File: src/rtl/vx_reset_sequencer_if.sv
// Reset-sequencer handshake bundle: soft-reset request in, domain resets,
// ready flag and soft-reset acknowledge out.
interface vx_reset_sequencer_if #(
  parameter int N = 4
);
  logic         soft_req;
  logic [N-1:0] reset_o;
  logic         ready;
  logic         soft_ack;

  // Requester side: raises soft_req, observes resets and completion.
  modport master (
    output soft_req,
    input  reset_o,
    input  ready,
    input  soft_ack
  );

  // Sequencer side: samples soft_req, drives resets and completion.
  modport slave (
    input  soft_req,
    output reset_o,
    output ready,
    output soft_ack
  );
endinterface

File: src/rtl/vx_reset_sequencer.sv
// Reset sequencer: stretches the system reset for HOLD_CYCLES edges, then
// releases N active-high domain resets one at a time (domain 0 first),
// STAGE_DELAY edges apart. A soft-reset request seen while running restarts
// the whole sequence and is acknowledged with a one-cycle pulse on completion.
module vx_reset_sequencer #(
  parameter int N           = 4,
  parameter int HOLD_CYCLES = 16,
  parameter int STAGE_DELAY = 4
) (
  input  logic                 clk,
  input  logic                 reset_n,
  vx_reset_sequencer_if.slave  rs
);

  localparam int MAX_CNT = (HOLD_CYCLES > STAGE_DELAY) ? HOLD_CYCLES : STAGE_DELAY;
  localparam int CW      = $clog2(MAX_CNT + 1);
  localparam int SW      = $clog2(N + 1);

  localparam logic [CW-1:0] HOLD_END   = CW'(HOLD_CYCLES);
  localparam logic [CW-1:0] STAGE_END  = CW'(STAGE_DELAY);
  localparam logic [CW-1:0] CNT_ZERO   = CW'(0);
  localparam logic [CW-1:0] CNT_ONE    = CW'(1);
  localparam logic [SW-1:0] STAGE_ZERO = SW'(0);
  localparam logic [SW-1:0] STAGE_ONE  = SW'(1);
  localparam logic [SW-1:0] LAST_STAGE = SW'(N - 1);
  localparam logic [N-1:0]  ALL_ON     = {N{1'b1}};
  // With a single domain the end of HOLD is also the last release.
  localparam bit            SINGLE_DOM = (N == 1);

  typedef enum logic [1:0] {
    ST_HOLD    = 2'd0,
    ST_RELEASE = 2'd1,
    ST_RUN     = 2'd2
  } state_t;

  state_t        state_r,     state_s;
  logic [CW-1:0] cnt_r,       cnt_s;
  logic [SW-1:0] stage_r,     stage_s;     // index of the next domain to release
  logic [N-1:0]  reset_o_r,   reset_o_s;
  logic          ready_r,     ready_s;
  logic          soft_ack_r,  soft_ack_s;
  logic          soft_flag_r, soft_flag_s; // current sequence came from soft_req

  // Next-state and next-output logic; every output is computed here and registered.
  always_comb begin
    state_s     = state_r;
    cnt_s       = cnt_r;
    stage_s     = stage_r;
    reset_o_s   = reset_o_r;
    ready_s     = ready_r;
    soft_ack_s  = 1'b0;
    soft_flag_s = soft_flag_r;

    case (state_r)
      ST_HOLD: begin
        if (cnt_r == HOLD_END) begin
          // Thermometer shift: clears domain 0, higher domains stay in reset.
          reset_o_s = reset_o_r << 1'b1;
          cnt_s     = CNT_ONE;
          stage_s   = STAGE_ONE;
          if (SINGLE_DOM) begin
            state_s     = ST_RUN;
            ready_s     = 1'b1;
            soft_ack_s  = soft_flag_r;
            soft_flag_s = 1'b0;
          end else begin
            state_s = ST_RELEASE;
          end
        end else begin
          cnt_s = cnt_r + CNT_ONE;
        end
      end

      ST_RELEASE: begin
        if (cnt_r == STAGE_END) begin
          reset_o_s = reset_o_r << 1'b1;
          cnt_s     = CNT_ONE;
          stage_s   = stage_r + STAGE_ONE;
          if (stage_r == LAST_STAGE) begin
            state_s     = ST_RUN;
            ready_s     = 1'b1;
            soft_ack_s  = soft_flag_r;
            soft_flag_s = 1'b0;
          end else begin
            state_s = ST_RELEASE;
          end
        end else begin
          cnt_s = cnt_r + CNT_ONE;
        end
      end

      ST_RUN: begin
        // soft_req is only honoured here; elsewhere it is dropped, not queued.
        if (rs.soft_req) begin
          state_s     = ST_HOLD;
          cnt_s       = CNT_ZERO;
          stage_s     = STAGE_ZERO;
          reset_o_s   = ALL_ON;
          ready_s     = 1'b0;
          soft_flag_s = 1'b1;
        end else begin
          state_s = ST_RUN;
        end
      end

      default: begin
        state_s     = ST_HOLD;
        cnt_s       = CNT_ZERO;
        stage_s     = STAGE_ZERO;
        reset_o_s   = ALL_ON;
        ready_s     = 1'b0;
        soft_flag_s = 1'b0;
      end
    endcase
  end

  // State and output registers with synchronous active-low reset.
  always_ff @(posedge clk) begin
    if (!reset_n) begin
      state_r     <= ST_HOLD;
      cnt_r       <= CNT_ZERO;
      stage_r     <= STAGE_ZERO;
      reset_o_r   <= ALL_ON;
      ready_r     <= 1'b0;
      soft_ack_r  <= 1'b0;
      soft_flag_r <= 1'b0;
    end else begin
      state_r     <= state_s;
      cnt_r       <= cnt_s;
      stage_r     <= stage_s;
      reset_o_r   <= reset_o_s;
      ready_r     <= ready_s;
      soft_ack_r  <= soft_ack_s;
      soft_flag_r <= soft_flag_s;
    end
  end

  assign rs.reset_o  = reset_o_r;
  assign rs.ready    = ready_r;
  assign rs.soft_ack = soft_ack_r;

endmodule

File: src/flat_wrapper.sv
// flat-port wrapper written by rule: the top's interface ports become plain ports
module vx_reset_sequencer_flat 
#(
  parameter int N           = 4,
  parameter int HOLD_CYCLES = 16,
  parameter int STAGE_DELAY = 4
)
  (clk, reset_n, rs_soft_req, rs_reset_o, rs_ready, rs_soft_ack);
  vx_reset_sequencer_if #(.N(N)) rs_i ();
  input  logic clk;
  input  logic reset_n;
  input wire logic [$bits(rs_i.soft_req)-1:0] rs_soft_req;
  output wire logic [$bits(rs_i.reset_o)-1:0] rs_reset_o;
  output wire logic [$bits(rs_i.ready)-1:0] rs_ready;
  output wire logic [$bits(rs_i.soft_ack)-1:0] rs_soft_ack;
  assign rs_i.soft_req = rs_soft_req;
  assign rs_reset_o = rs_i.reset_o;
  assign rs_ready = rs_i.ready;
  assign rs_soft_ack = rs_i.soft_ack;
  vx_reset_sequencer #(.N(N), .HOLD_CYCLES(HOLD_CYCLES), .STAGE_DELAY(STAGE_DELAY)) u_core (.clk(clk), .reset_n(reset_n), .rs(rs_i));
endmodule
File: config.mk
export PLATFORM = sky130hd
export DESIGN_NAME = vx_reset_sequencer_flat
export DESIGN_NICKNAME = d
export VERILOG_FILES = /design/src/rtl/vx_reset_sequencer_if.sv /design/src/rtl/vx_reset_sequencer.sv /design/src/flat_wrapper.sv
export SDC_FILE = /design/constraint.sdc
export NUM_CORES = 1
export LEC_CHECK = 0
export BUFFER_PORTS_ARGS = -buffer_cell sky130_fd_sc_hd__buf_2
export CORE_ASPECT_RATIO = 1.5
export CORE_MARGIN = 4
export CORE_UTILIZATION = 31
export DETAILED_ROUTE_END_ITERATION = 10
export PLACE_DENSITY = 0.52
export REMOVE_ABC_BUFFERS = 1
export SKIP_LAST_GASP = 1
export SYNTH_ARGS = -nofsm -noshare
export SYNTH_HDL_FRONTEND = slang
export SYNTH_SLANG_ARGS = --single-unit
File: constraint.sdc
create_clock -name clk -period 3.2 [get_ports clk]
set_input_delay 0.8 -clock clk [delete_from_list [all_inputs] [get_ports clk]]
set_output_delay 0.8 -clock clk [all_outputs]
set_load 0.005 [all_outputs]
# [Word level (Yosys, flattened, before mapping)]
# Cells that the tools add are included.
[totals] ff_bits=17 latchBits=0 ram_bits=0 mem_bits_ro=0 input_bits=3 output_inout_bits=6 word_cells=49 mem_count=0
[classes] n_addsub=2 n_mul=0 div_mod_pow=0 order_cmp=0 eq_ne=9 n_shift=0 mux=25 n_bitwise=1 reduce_logical=5
[ops] cell="2-to-1 mux 5 bit" n=3
[ops] cell="case mux 5 bit (3 select lines)" n=1
[ops] cell="2-to-1 mux 4 bit" n=3
[ops] cell="case mux 4 bit (3 select lines)" n=1
[ops] cell="2-to-1 mux 3 bit" n=3
[ops] cell="case mux 3 bit (3 select lines)" n=1
[ops] cell="2-to-1 mux 2 bit" n=4
[ops] cell="AND reduction 4 bit" n=2
[ops] cell="2-to-1 mux 1 bit" n=6
[ops] cell="inequality test 2 x 1 -> 1 bit, second input constant" n=3
[ops] cell="case mux 1 bit (3 select lines)" n=2
[ops] cell="case mux 2 bit (3 select lines)" n=1
[ops] cell="adder 5 x 1 -> 5 bit, second input constant" n=1
[ops] cell="== test 5 x 3 -> 1 bit, second input constant" n=1
[ops] cell="== test 5 bit, second input constant" n=1
[ops] cell="adder 3 x 1 -> 3 bit, second input constant" n=1
[ops] cell="== test 3 x 2 -> 1 bit, second input constant" n=1
[ops] cell="AND reduction 3 bit" n=1
[ops] cell="== test 2 x 1 -> 1 bit, second input constant" n=1
[ops] cell="== test 2 bit, second input constant" n=1
[ops] cell="zero test 2 bit" n=1
[ops] cell="inequality test 2 bit, second input constant" n=1
[ops] cell="AND reduction 2 bit" n=1
[ops] cell="inverter 1 bit" n=1

# [Longest topological paths before layout]
[logic_depth] ltp_word=4 mapped_depth=5 ltp_nobuf=5

# [Worst setup path before layout]
# Ideal clock, no wire load.
[synth_path] path_type="input-to-reg" from="input reset_n" to="register u_core.reset_o_r[1], in the netlist u_core.rs.reset_o[1]" arrival_ns=1.631 required_time_ns=3.077 setup_slack_ns=1.446 stages=4 path_cell_list="buf_2 -> nor2b_1 -> nor2_1 -> o32a_2"
[synth_rtl] item="start: declaration" line_no="flat_wrapper.sv:11" source="input logic reset_n;"
[synth_rtl] item="end signal: assignment" line_no="vx_reset_sequencer.sv:131" source="reset_o_r <= reset_o_s;"
[synth_rtl] item="end: declaration" line_no="vx_reset_sequencer.sv:39" source="logic [N-1:0] reset_o_r, reset_o_s;"

# [Worst setup path in the final report]
[layout_path] from="register u_core.cnt_r[0]" to="register u_core.reset_o_r[1], in the netlist u_core.rs.reset_o[1]"
[layout_between] elab_chain_len=3 word_cells_on_any_way=5 cone_classes="4 x eq/ne; 1 x reduce/logical"
[layout_rtl] item="start: declaration" line_no="vx_reset_sequencer.sv:37" source="logic [CW-1:0] cnt_r, cnt_s;"
[layout_rtl] item="start signal: assignment" line_no="vx_reset_sequencer.sv:129" source="cnt_r <= cnt_s;"
[layout_rtl] item="== test 5 x 3 -> 1 bit / == test 5 bit (equally long branches)" line_no="vx_reset_sequencer.sv:75, vx_reset_sequencer.sv:56"
[layout_rtl] item="inequality test 2 x 1 -> 1 bit (no source line)"
[layout_rtl] item="AND reduction 3 bit (no source line) *"
# Every way passes the cells marked *; elsewhere a longest branch is shown, timed or not.
# A chain may end at the register's enable or synchronous reset.

==> run_results.csv <==
group,metric,value,unit
timing,tightest_slew,0.6078,ns
power,ir_worst_vdd,0.0001852,V
finish,final_common_cell,"dfxtp_1",
synth,avgSynthCellArea,9.416,um2
timing,fin_tns_setup,0,ns
setup_path,critical_path.max_stage_delay,0.39,ns
run,drv_cap,0,
finish,final_cell_mix,"17 x dfxtp_1, 8 x inv_1, 8 x buf_2, 6 x o21ai_0, 6 x nand2_1",
placed_design,placed_area,983.4,um2
clocking,cts_tree,"yes",
die,core,2913,um2
timing,rsz0062_at_grt,"false",
die,num_io_pins,9,
synth,ys_seq_area_share,36.51,%
die,dieArea,3966,um2
finish,antenna-diode-count,0,
min_path,hp-class,"register to register",
timing,setup_ws,1.536,ns
power,p_leak,0.0003768,uW
die,initial_utilization,32.00,%
global_routing,grt_antenna_before_repair,0,
placed_design,dp_cells,140,
clocking,clkTransAtPathRegs,0.07,ns
outcome,status,"finished, final reports clean",
setup_path,arrival,1.81,ns
power,powerDensity,404.6,nW/um2
setup_path,cp-end-kind,"register",
synth,ys_types,43,
synth,synth-edff-count,0,
synth,synth_area,932.1,um2
finish,area.growth.synth_to_final,10.47,%
timing,setup_viol,0,
drt,drt_iter0_markers,13,
synth,async_reset_ff_share,0,%
die,fp.dieW,52.77,um
finish,finalNonFillerCells,144,
synth,ys.flop_type,"dfxtp_1",
synth,yosysWarnings,0,
clocking,cts_sinks,17,
finish,stdcell_area,1030,um2
drt,via_count,778,
placed_design,place_ws,1.272,ns
timing,fmax,0.6011,GHz
finish,n_fill_cell,313,
drt,drt_first_pass_iters,4,
timing,slew-limit-headroom,59.42,%
placed_design,io_buffers,8,
clocking,post_cts_buffers,0,
timing,hold_violations,0,
setup_path,crit_path_top_delay_cell,"nor4bb_1",
timing,min_period_over_period,51.99,%
global_routing,gr-total-overflow,0,
finish,fin_nets,113,
clocking,cts_hold_buf,0,
global_routing,grt_max_degree,21,
timing,clock_skew,0.002221,ns
die,die_h,75.16,um
setup_path,critPathMaxFanout,5,
global_routing,grt_pass1_vias,764,
synth,ys_ff_latch,17,
die,rows,24,
setup_path,path_buf_inv,1,
finish,finish.utilization,35.35,%
clocking,cts_buffers,3,
clocking,ctsResizeCount,0,
drt,wl,2009,um
global_routing,grt_pass1_wl,3498,um
drt,via_per_inst,5.403,
placed_design,dp_hpwl,1467,um
clocking,clk_path_buf_depth,2,
global_routing,track_usage,11.91,%
setup_path,setup.worst_path.class,"register to register",
setup_path,path_delay_family,"compound AO/OA/AOI/OAI gates",
timing,report.final.slew_viol_count,0,
clocking,htree_num_levels,1,
drt,post_drt_wl_per_cell,13.95,um
timing,finalCriticalPeriod,1.664,ns
setup_path,start_kind,"register",
clocking,insertion_delay,0.25,ns
setup_path,crit_required,3.35,ns
synth,synth_cells,99,
finish,drive_above_1_share,20.95,%
drt,ant_nets,0,
setup_path,crit_chain,"inv_1, ha_1, nor4bb_1, a21bo_2, o32a_2",
clocking,clockRootBuffer,"clkbuf_8",
placed_design,routabilityCongestion,0.7840,
drt,drc,0,
cells in the mapped netlist (2+ instances only):
cell       instances  share of area [%]
dfxtp_1           17                 37
inv_1              8                3.2
nand2_1            6                2.4
o21ai_0            6                3.2
ha_1               4                5.4
nand3_1            4                2.1
buf_2              3                1.6
o32a_2             3                3.6
a21oi_1            2                1.1
nand2b_1           2                1.3
nand3b_1           2                1.6
nand4_1            2                1.3
nor2_1             2               0.81
nor2b_1            2                1.3
nor4bb_1           2                2.1
o2111ai_1          2                1.9
o211ai_1           2                1.6
o22ai_1            2                1.3
o31ai_1            2                1.6
or3_1              2                1.3
or4_1              2                1.6
state kept, by name, summed over array words and instances, names as in the netlist:
| signal | cells |
|---|---|
| u_core.rs.ready | 1 |
| u_core.soft_flag_r | 1 |
| u_core.cnt_r | 5 |
| u_core.stage_r | 3 |
| u_core.state_r | 2 |
| u_core.rs.soft_ack | 1 |
| u_core.rs.reset_o | 4 |
routing by layer:
layer,vias to the layer above,GRT usage [%],routed length [um]
li1,390,-,-
met1,367,13.85,850
met3,7,1.980,57
met5,-,0,0
met4,0,8.523,70
met2,14,19.48,1031
path summary, 6_finish.rpt:
kind,endpoint,startpoint,cells past startpoint,slack (ns)
max reg2reg,u_core.rs.reset_o[1],u_core.cnt_r[0],5,1.54
min reg2reg,u_core.rs.soft_ack,u_core.soft_flag_r,2,0.44
min,u_core.rs.soft_ack,u_core.soft_flag_r,2,0.44
max,u_core.rs.reset_o[1],u_core.cnt_r[0],5,1.54
logic make-up (layout without fill, tap and decap cells):
logic type      count (synthesis)  count (layout)  synth area share (%)
compound gates                 30              30                 25.64
buf+inv                        14              20                 7.248
mux                             1               1                 1.074
flops                          17              17                 36.51
fa+ha+maj                       4               4                 5.369
simple gates                   33              33                 24.16
per-stage QoR:
stage / hold slack (ns) / total power [uW]
finish: 0.4389 / 416.6
detailed placement: 0.4251 / 259.7
global route: 0.4873 / 437.0
global placement: 0.4414 / 260.0
CTS: 0.4344 / 421.4
floorplan: 0.4107 / 248.7
power breakdown:
group / total (uW) / internal (uW) / switching (uW)
clock: 162 / 86.5 / 75.3
combinational: 32.4 / 11.9 / 20.6
sequential: 222 / 216 / 6.11
total: 417 / 315 / 102
worst reg2reg max path: cells and delay by family, from the launching register on:
| family | cells | cell delay, ns |
|---|---|---|
| compound gates | 2 | 0.47 |
| simple gates | 1 | 0.39 |
| flops | 1 | 0.32 |
| fa+ha+maj | 1 | 0.27 |
| buf+inv | 1 | 0.11 |
layout make-up:
class	instances	area, um2	area share, %
Multi-Input combinational cell	68	524.3	50.91
Sequential cell	17	340.3	33.05
Tap cell	39	48.80	4.739
Clock buffer	3	41.29	4.010
Timing Repair Buffer	8	40.04	3.888
Inverter	8	30.03	2.916
Clock inverter	1	5.005	0.4860
(Power assumes the default switching activity.)
